## src/rtl/tlb_ctrl.sv

```systemverilog
// Lookup/walk/fill sequencer and two-port round-robin arbiter for a shared TLB.
// Also sequences whole-TLB flushes once the in-flight transaction has drained.
module tlb_ctrl #(
   parameter int TAG_RAM_ADDR_WIDTH = 6,
   parameter int VPN_WIDTH          = 20,
   parameter int PAYLOAD_WIDTH      = 32
) (
   input  logic                          clk,
   input  logic                          reset,
   input  logic [1:0]                    req_valid_i,
   input  logic [2*VPN_WIDTH-1:0]        req_vpn_i,
   output logic [1:0]                    req_ready_o,
   output logic [1:0]                    resp_valid_o,
   output logic [PAYLOAD_WIDTH-1:0]      resp_payload_o,
   output logic                          resp_fault_o,
   input  logic                          flush_i,
   output logic                          flush_ack_o,
   output logic                          walk_req_o,
   output logic [VPN_WIDTH-1:0]          walk_vpn_o,
   input  logic                          walk_done_i,
   input  logic                          walk_fault_i,
   input  logic [PAYLOAD_WIDTH-1:0]      walk_pte_i,
   output logic [TAG_RAM_ADDR_WIDTH-1:0] tlb_idx_o,
   output logic [VPN_WIDTH-1:0]          tlb_tag_o,
   output logic [PAYLOAD_WIDTH-1:0]      tlb_payload_o,
   output logic                          tlb_we_o,
   output logic                          tlb_valid_o,
   output logic                          tlb_flush_o,
   input  logic                          tlb_hit_i,
   input  logic [PAYLOAD_WIDTH-1:0]      tlb_payload_i
);

   typedef enum logic [2:0] {IDLE, LOOKUP, WALK, FILL, FAULT, FLUSH} state_t;

   state_t                   state, state_nxt;
   logic                     cur_port;
   logic                     last_grant;
   logic                     flush_pend;
   logic [VPN_WIDTH-1:0]     cur_vpn;
   logic [PAYLOAD_WIDTH-1:0] cur_pte;
   logic                     grant_vld;
   logic                     grant_port;
   logic [VPN_WIDTH-1:0]     grant_vpn;

   // A lone requester wins outright; on a tie the port not granted last time wins.
   always_comb begin
      if (req_valid_i == 2'b11) grant_port = ~last_grant;
      else                      grant_port = req_valid_i[1];
      grant_vpn = grant_port ? req_vpn_i[2*VPN_WIDTH-1:VPN_WIDTH] : req_vpn_i[VPN_WIDTH-1:0];
      grant_vld = (state == IDLE) && !reset && !flush_pend && !flush_i && (req_valid_i != 2'b00);
   end

   always_ff @(posedge clk) begin
      if (reset) state <= IDLE;
      else       state <= state_nxt;
   end

   // cur_vpn is reset too so the always-driven TLB index/tag come up as zero.
   always_ff @(posedge clk) begin
      if (reset) begin
         cur_port   <= 1'b0;
         cur_vpn    <= '0;
         cur_pte    <= '0;
         last_grant <= 1'b1;
         flush_pend <= 1'b0;
      end else begin
         if (grant_vld) begin
            cur_port   <= grant_port;
            cur_vpn    <= grant_vpn;
            last_grant <= grant_port;
         end
         if (state == WALK && walk_done_i && !walk_fault_i) cur_pte <= walk_pte_i;
         if (state == FLUSH) flush_pend <= 1'b0;
         else if (flush_i)   flush_pend <= 1'b1;
      end
   end

   always_comb begin
      state_nxt = state;
      case (state)
         IDLE: begin
            if (flush_pend || flush_i) state_nxt = FLUSH;
            else if (grant_vld)        state_nxt = LOOKUP;
         end
         LOOKUP:  state_nxt = tlb_hit_i ? IDLE : WALK;
         WALK: begin
            if (walk_done_i) state_nxt = walk_fault_i ? FAULT : FILL;
         end
         FILL:    state_nxt = LOOKUP;
         FAULT:   state_nxt = IDLE;
         FLUSH:   state_nxt = IDLE;
         default: state_nxt = IDLE;
      endcase
   end

   always_comb begin
      req_ready_o    = 2'b00;
      resp_valid_o   = 2'b00;
      resp_payload_o = '0;
      resp_fault_o   = 1'b0;
      flush_ack_o    = 1'b0;
      walk_req_o     = 1'b0;
      walk_vpn_o     = '0;
      tlb_idx_o      = cur_vpn[TAG_RAM_ADDR_WIDTH-1:0];
      tlb_tag_o      = cur_vpn;
      tlb_payload_o  = '0;
      tlb_we_o       = 1'b0;
      tlb_valid_o    = 1'b0;
      tlb_flush_o    = 1'b0;
      case (state)
         IDLE: begin
            if (grant_vld) req_ready_o = grant_port ? 2'b10 : 2'b01;
         end
         LOOKUP: begin
            if (tlb_hit_i) begin
               resp_valid_o   = cur_port ? 2'b10 : 2'b01;
               resp_payload_o = tlb_payload_i;
            end
         end
         WALK: begin
            walk_req_o = 1'b1;
            walk_vpn_o = cur_vpn;
         end
         FILL: begin
            tlb_we_o      = 1'b1;
            tlb_valid_o   = 1'b1;
            tlb_payload_o = cur_pte;
         end
         FAULT: begin
            resp_valid_o = cur_port ? 2'b10 : 2'b01;
            resp_fault_o = 1'b1;
         end
         FLUSH: begin
            tlb_flush_o = 1'b1;
            flush_ack_o = 1'b1;
         end
         default: ;
      endcase
   end

endmodule

```

## config.mk

```make
export PLATFORM = sky130hd
export DESIGN_NAME = tlb_ctrl
export DESIGN_NICKNAME = d
export VERILOG_FILES = /design/src/rtl/tlb_ctrl.sv
export SDC_FILE = /design/constraint.sdc
export NUM_CORES = 1
export LEC_CHECK = 0
export CORE_MARGIN = 8
export CORE_UTILIZATION = 38
export DETAILED_ROUTE_END_ITERATION = 12
export PLACE_DENSITY = 0.95
export REMOVE_ABC_BUFFERS = 1
export SLEW_MARGIN = 20
export SYNTH_ARGS = -nofsm -noshare
export SYNTH_HDL_FRONTEND = slang
export SYNTH_SLANG_ARGS = --single-unit
```

## constraint.sdc

```tcl
create_clock -name clk -period 2.6 [get_ports clk]
set_clock_uncertainty 0.1 [all_clocks]
set_input_delay 0.39 -clock clk [delete_from_list [all_inputs] [get_ports clk]]
set_output_delay 0.39 -clock clk [all_outputs]
set_load 0.02 [all_outputs]
```

==> summary.md, run 1 <==
| Metric | Value |
|---|---|
| Port Buf Inserts | 231 |
| Synthesis-to-layout area growth | 78.3% |
| Die H | 108 um |
| FF-to-FF setup slack | 0.83 ns |
| Worst IR drop on VDD | 0.000218 V |
| Worst r2r src | state[1] |
| Grt ovf | 0 |
| R2R depth | 5 |
| First-pass GRT wire length | 19200 um |
| Rows | 33 |
| GRT met2 Usage | 35.8% |
| Hpwl dp | 9860 um |
| Synth cell count leaders | and2_1 (85), dfxtp_1 (58), nand2_1 (41), nand3_1 (34), a21oi_1 (33) |
| Max-capacitance violation count | 0 |
| Hold Path Depth | 2 |
| Die area | 11800 um^2 |
| RSZ-0062 raised after global routing | no |
| Min-delay src | cur_pte[9] |
| CP required | 2.11 ns |
| Status | complete, no violations |
| Primary FF master, synth | dfxtp_1 |
| Setup Fix Bufs, Post-CTS | 0 |
| N_diodes | 0 |
| Clock sinks | 58 |
| Met3 Usage GRT | 7.97% |
| Post-Route Utilization | 70.1% |
| Largest net degree at the start of global routing | 58 |
| Area leader, netlist | dfxtp_1 |
| Syn avg cell area | 7.88 um^2 |
| Crit path launch type | flop |
| Worst-Margin Slew | 0.596 ns |
| Layout cell share with drive strength beyond 1 | 6.73% |
| # nets final | 731 |
| Via count | 3795 |
| Fin area | 5790 um^2 |
| I/O pin cnt | 232 |
| Number of enable flip-flop cells after synthesis | 0 |
| Met1 usage | 22.1% |
| Vias in the first global route | 3784 |
| Initial antenna violation count | 0 |
| Arr. time, crit path | 1.99 ns |
| WL final | 13300 um |
| Root buf cell | clkbuf_8 |
| Synth Instances | 412 |
| Synthesized flop and latch total | 58 |
| Max-slew headroom | 60.3% |
| Post-Synthesis Cell Area | 3250 um^2 |
| Wire per inst | 18.2 um |
| CTS Hold Bufs | 0 |
| Async SR Flop Fraction | 0% |
| Critical path class | reg -> out |
| Max Root-Sink Buffers | 2 |
| CTS tree | yes |
| Pins Over Slew Limit | 0 |
| Starting density of the core | 39.3% |
| Fin Hold WS | 0.374 ns |
| Clock latency on the worst-skew pair | 0.32 ns |
| Grt peak-use layer | met2 |
| Via/cell ratio | 5.21 |
| Critical Path Sink Type | primary output |
| CTS H-tree depth | 3 |
| Clk pin slew, worst setup/hold paths | 0.07 ns |
| Total track usage | 20.4% |
| Number of setup violations in the final report | 0 |
| DRC errors left | 0 |
| Core area | 8260 um^2 |
| TritonRoute pass-1 iters | 4 |
| Yosys top cell area share | 35.8% |
| Yosys cell types | 38 |
| Final Critical Period | 2.48 ns |
| Sequential share of the synthesized area | 35.8% |
| CP Max Fanout | 22 |
| Post-DP Area | 5490 um^2 |
| CTS buffer count | 9 |
| RePlAce Congestion | 0.866 |
| Cell with the most instances after synthesis | and2_1 |
| Yosys synthesis warning count | 0 |
| Tcrit/Tclk final | 95.4% |
| Chip width | 108 um |
| Fin. Hold Viols | 0 |
| Synth area leaders | dfxtp_1 (36%), and2_1 (16%), a311oi_1 (5.4%), nand3_1 (5.2%), a21oi_1 (5.1%) |
| WHS Endpoint | cur_pte[9] |
| DRT iter0 DRCs | 172 |
| Power Dens Cells | 448 nW/um^2 |
| Fmax achieved | 403 MHz |
| Reg2reg end | cur_pte[30] |
| Leak | 0.00297 uW |
| HP Class | reg -> reg |
| Post-DRT Antenna Nets | 0 |
==> power by group <==
group	leakage, uW	switching [uW]	internal, uW
Sequential	0.000470	33.1	933
Combinational	0.00239	419	406
Clock	0.000106	327	476
Total	0.00297	779	1810
==> metal layers <==
layer	wire length, um	vias to the layer above
met3	1340	14
li1	-	1832
met2	6730	186
met4	156	0
met5	0	-
met1	5030	1763
==> cell families (layout without fill, tap and decap cells) <==
logic type / count (synthesis) / after routing / share of synthesized area (%)
AO/OA/AOI/OAI: 114 / 114 / 21.6
buffers and inverters: 55 / 267 / 11.0
flip-flops: 58 / 58 / 35.8
AND/OR/NAND/NOR: 183 / 183 / 31.0
multiplexers: 2 / 2 / 0.617
==> metrics by stage <==
stage	power, uW	worst slack [ns]	TNS (ns)	instances
after floorplan	1330	0.0512	0	361
after global routing	2730	0.0392	0	729
final	2590	0.118	0	729
after CTS	2610	-0.000825	-0.000931	729
after global placement	1790	0.0510	0	713
after detailed placement	1810	-0.00225	-0.00225	713
==> cells in the final DEF (no fill, tap or decap), types with 2 or more instances in the layout <==
| master | netlist | final |
|---|---|---|
| inv_1 | 2 | 2 |
| a21oi_1 | 33 | 33 |
| nand3_1 | 34 | 34 |
| a21bo_2 | 2 | 2 |
| nor2_1 | 6 | 6 |
| a311oi_1 | 20 | 20 |
| clkdlybuf4s50_1 | 0 | 164 |
| and2_1 | 85 | 85 |
| buf_4 | 10 | 14 |
| nand3b_1 | 2 | 2 |
| nor3_1 | 3 | 3 |
| o21ai_0 | 29 | 29 |
| nor3b_1 | 2 | 2 |
| dlymetal6s2s_1 | 0 | 46 |
| clkbuf_8 | 0 | 14 |
| and3_1 | 2 | 2 |
| nand2_1 | 41 | 41 |
| mux2i_1 | 2 | 2 |
| a31oi_1 | 20 | 20 |
| dlygate4sd2_1 | 0 | 20 |
| o21ai_1 | 4 | 4 |
| nand2b_1 | 2 | 2 |
| dfxtp_1 | 58 | 58 |
==> timing repair <==
item	CTS	global route
setup endpoints to repair	21	46
cloned	0	0
resized for setup	21	47
==> final cells by class <==
| type | count | area [um^2] |
|---|---|---|
| Clock buffer | 15 | 196 |
| Clock inverter | 1 | 5.00 |
| Fill cell | 611 | 2470 |
| Inverter | 4 | 27.5 |
| Multi-Input combinational cell | 299 | 1730 |
| Sequential cell | 58 | 1160 |
| Tap cell | 105 | 131 |
| Timing Repair Buffer | 247 | 2530 |
==> worst max path at each step <==
stage / to / from / slack [ns]
after global placement: req_ready_o[0] / req_valid_i[1] / 0.05
after floorplan: tlb_payload_o[0] / state[1] / 0.05
after global routing: walk_vpn_o[19] / state[1] / 0.04
final: walk_vpn_o[19] / state[1] / 0.12
after detailed placement: resp_payload_o[1] / tlb_hit_i / -0.002
after CTS: tlb_payload_o[8] / state[1] / -0.0008
==> state kept, by name, summed over array words and instances, names as in the netlist <==
name	flops
tlb_tag_o	20
last_grant	1
cur_port	1
flush_pend	1
state	3
cur_pte	32
==> critical path, stage by stage, from the launching register on <==
cell,delay [ns]
dfxtp_1,0.34
or3b_4,0.44
inv_12,0.12
and2_1,0.16
clkdlybuf4s50_1,0.61
(Power assumes the default switching activity.)
==> run 2, diff against run 1 <==
--- a/config.mk
+++ b/config.mk
@@ -14,3 +14,4 @@
 export SYNTH_ARGS = -nofsm -noshare
 export SYNTH_HDL_FRONTEND = slang
 export SYNTH_SLANG_ARGS = --single-unit
+export TNS_END_PERCENT = 20
==> results of run 2 <==
The final DEF is identical to that of run 1; final timing and power are the same.
Among the figures that moved: number of gates resized after CTS 21 -> 20; via count of the first global-routing pass 3784 -> 3788
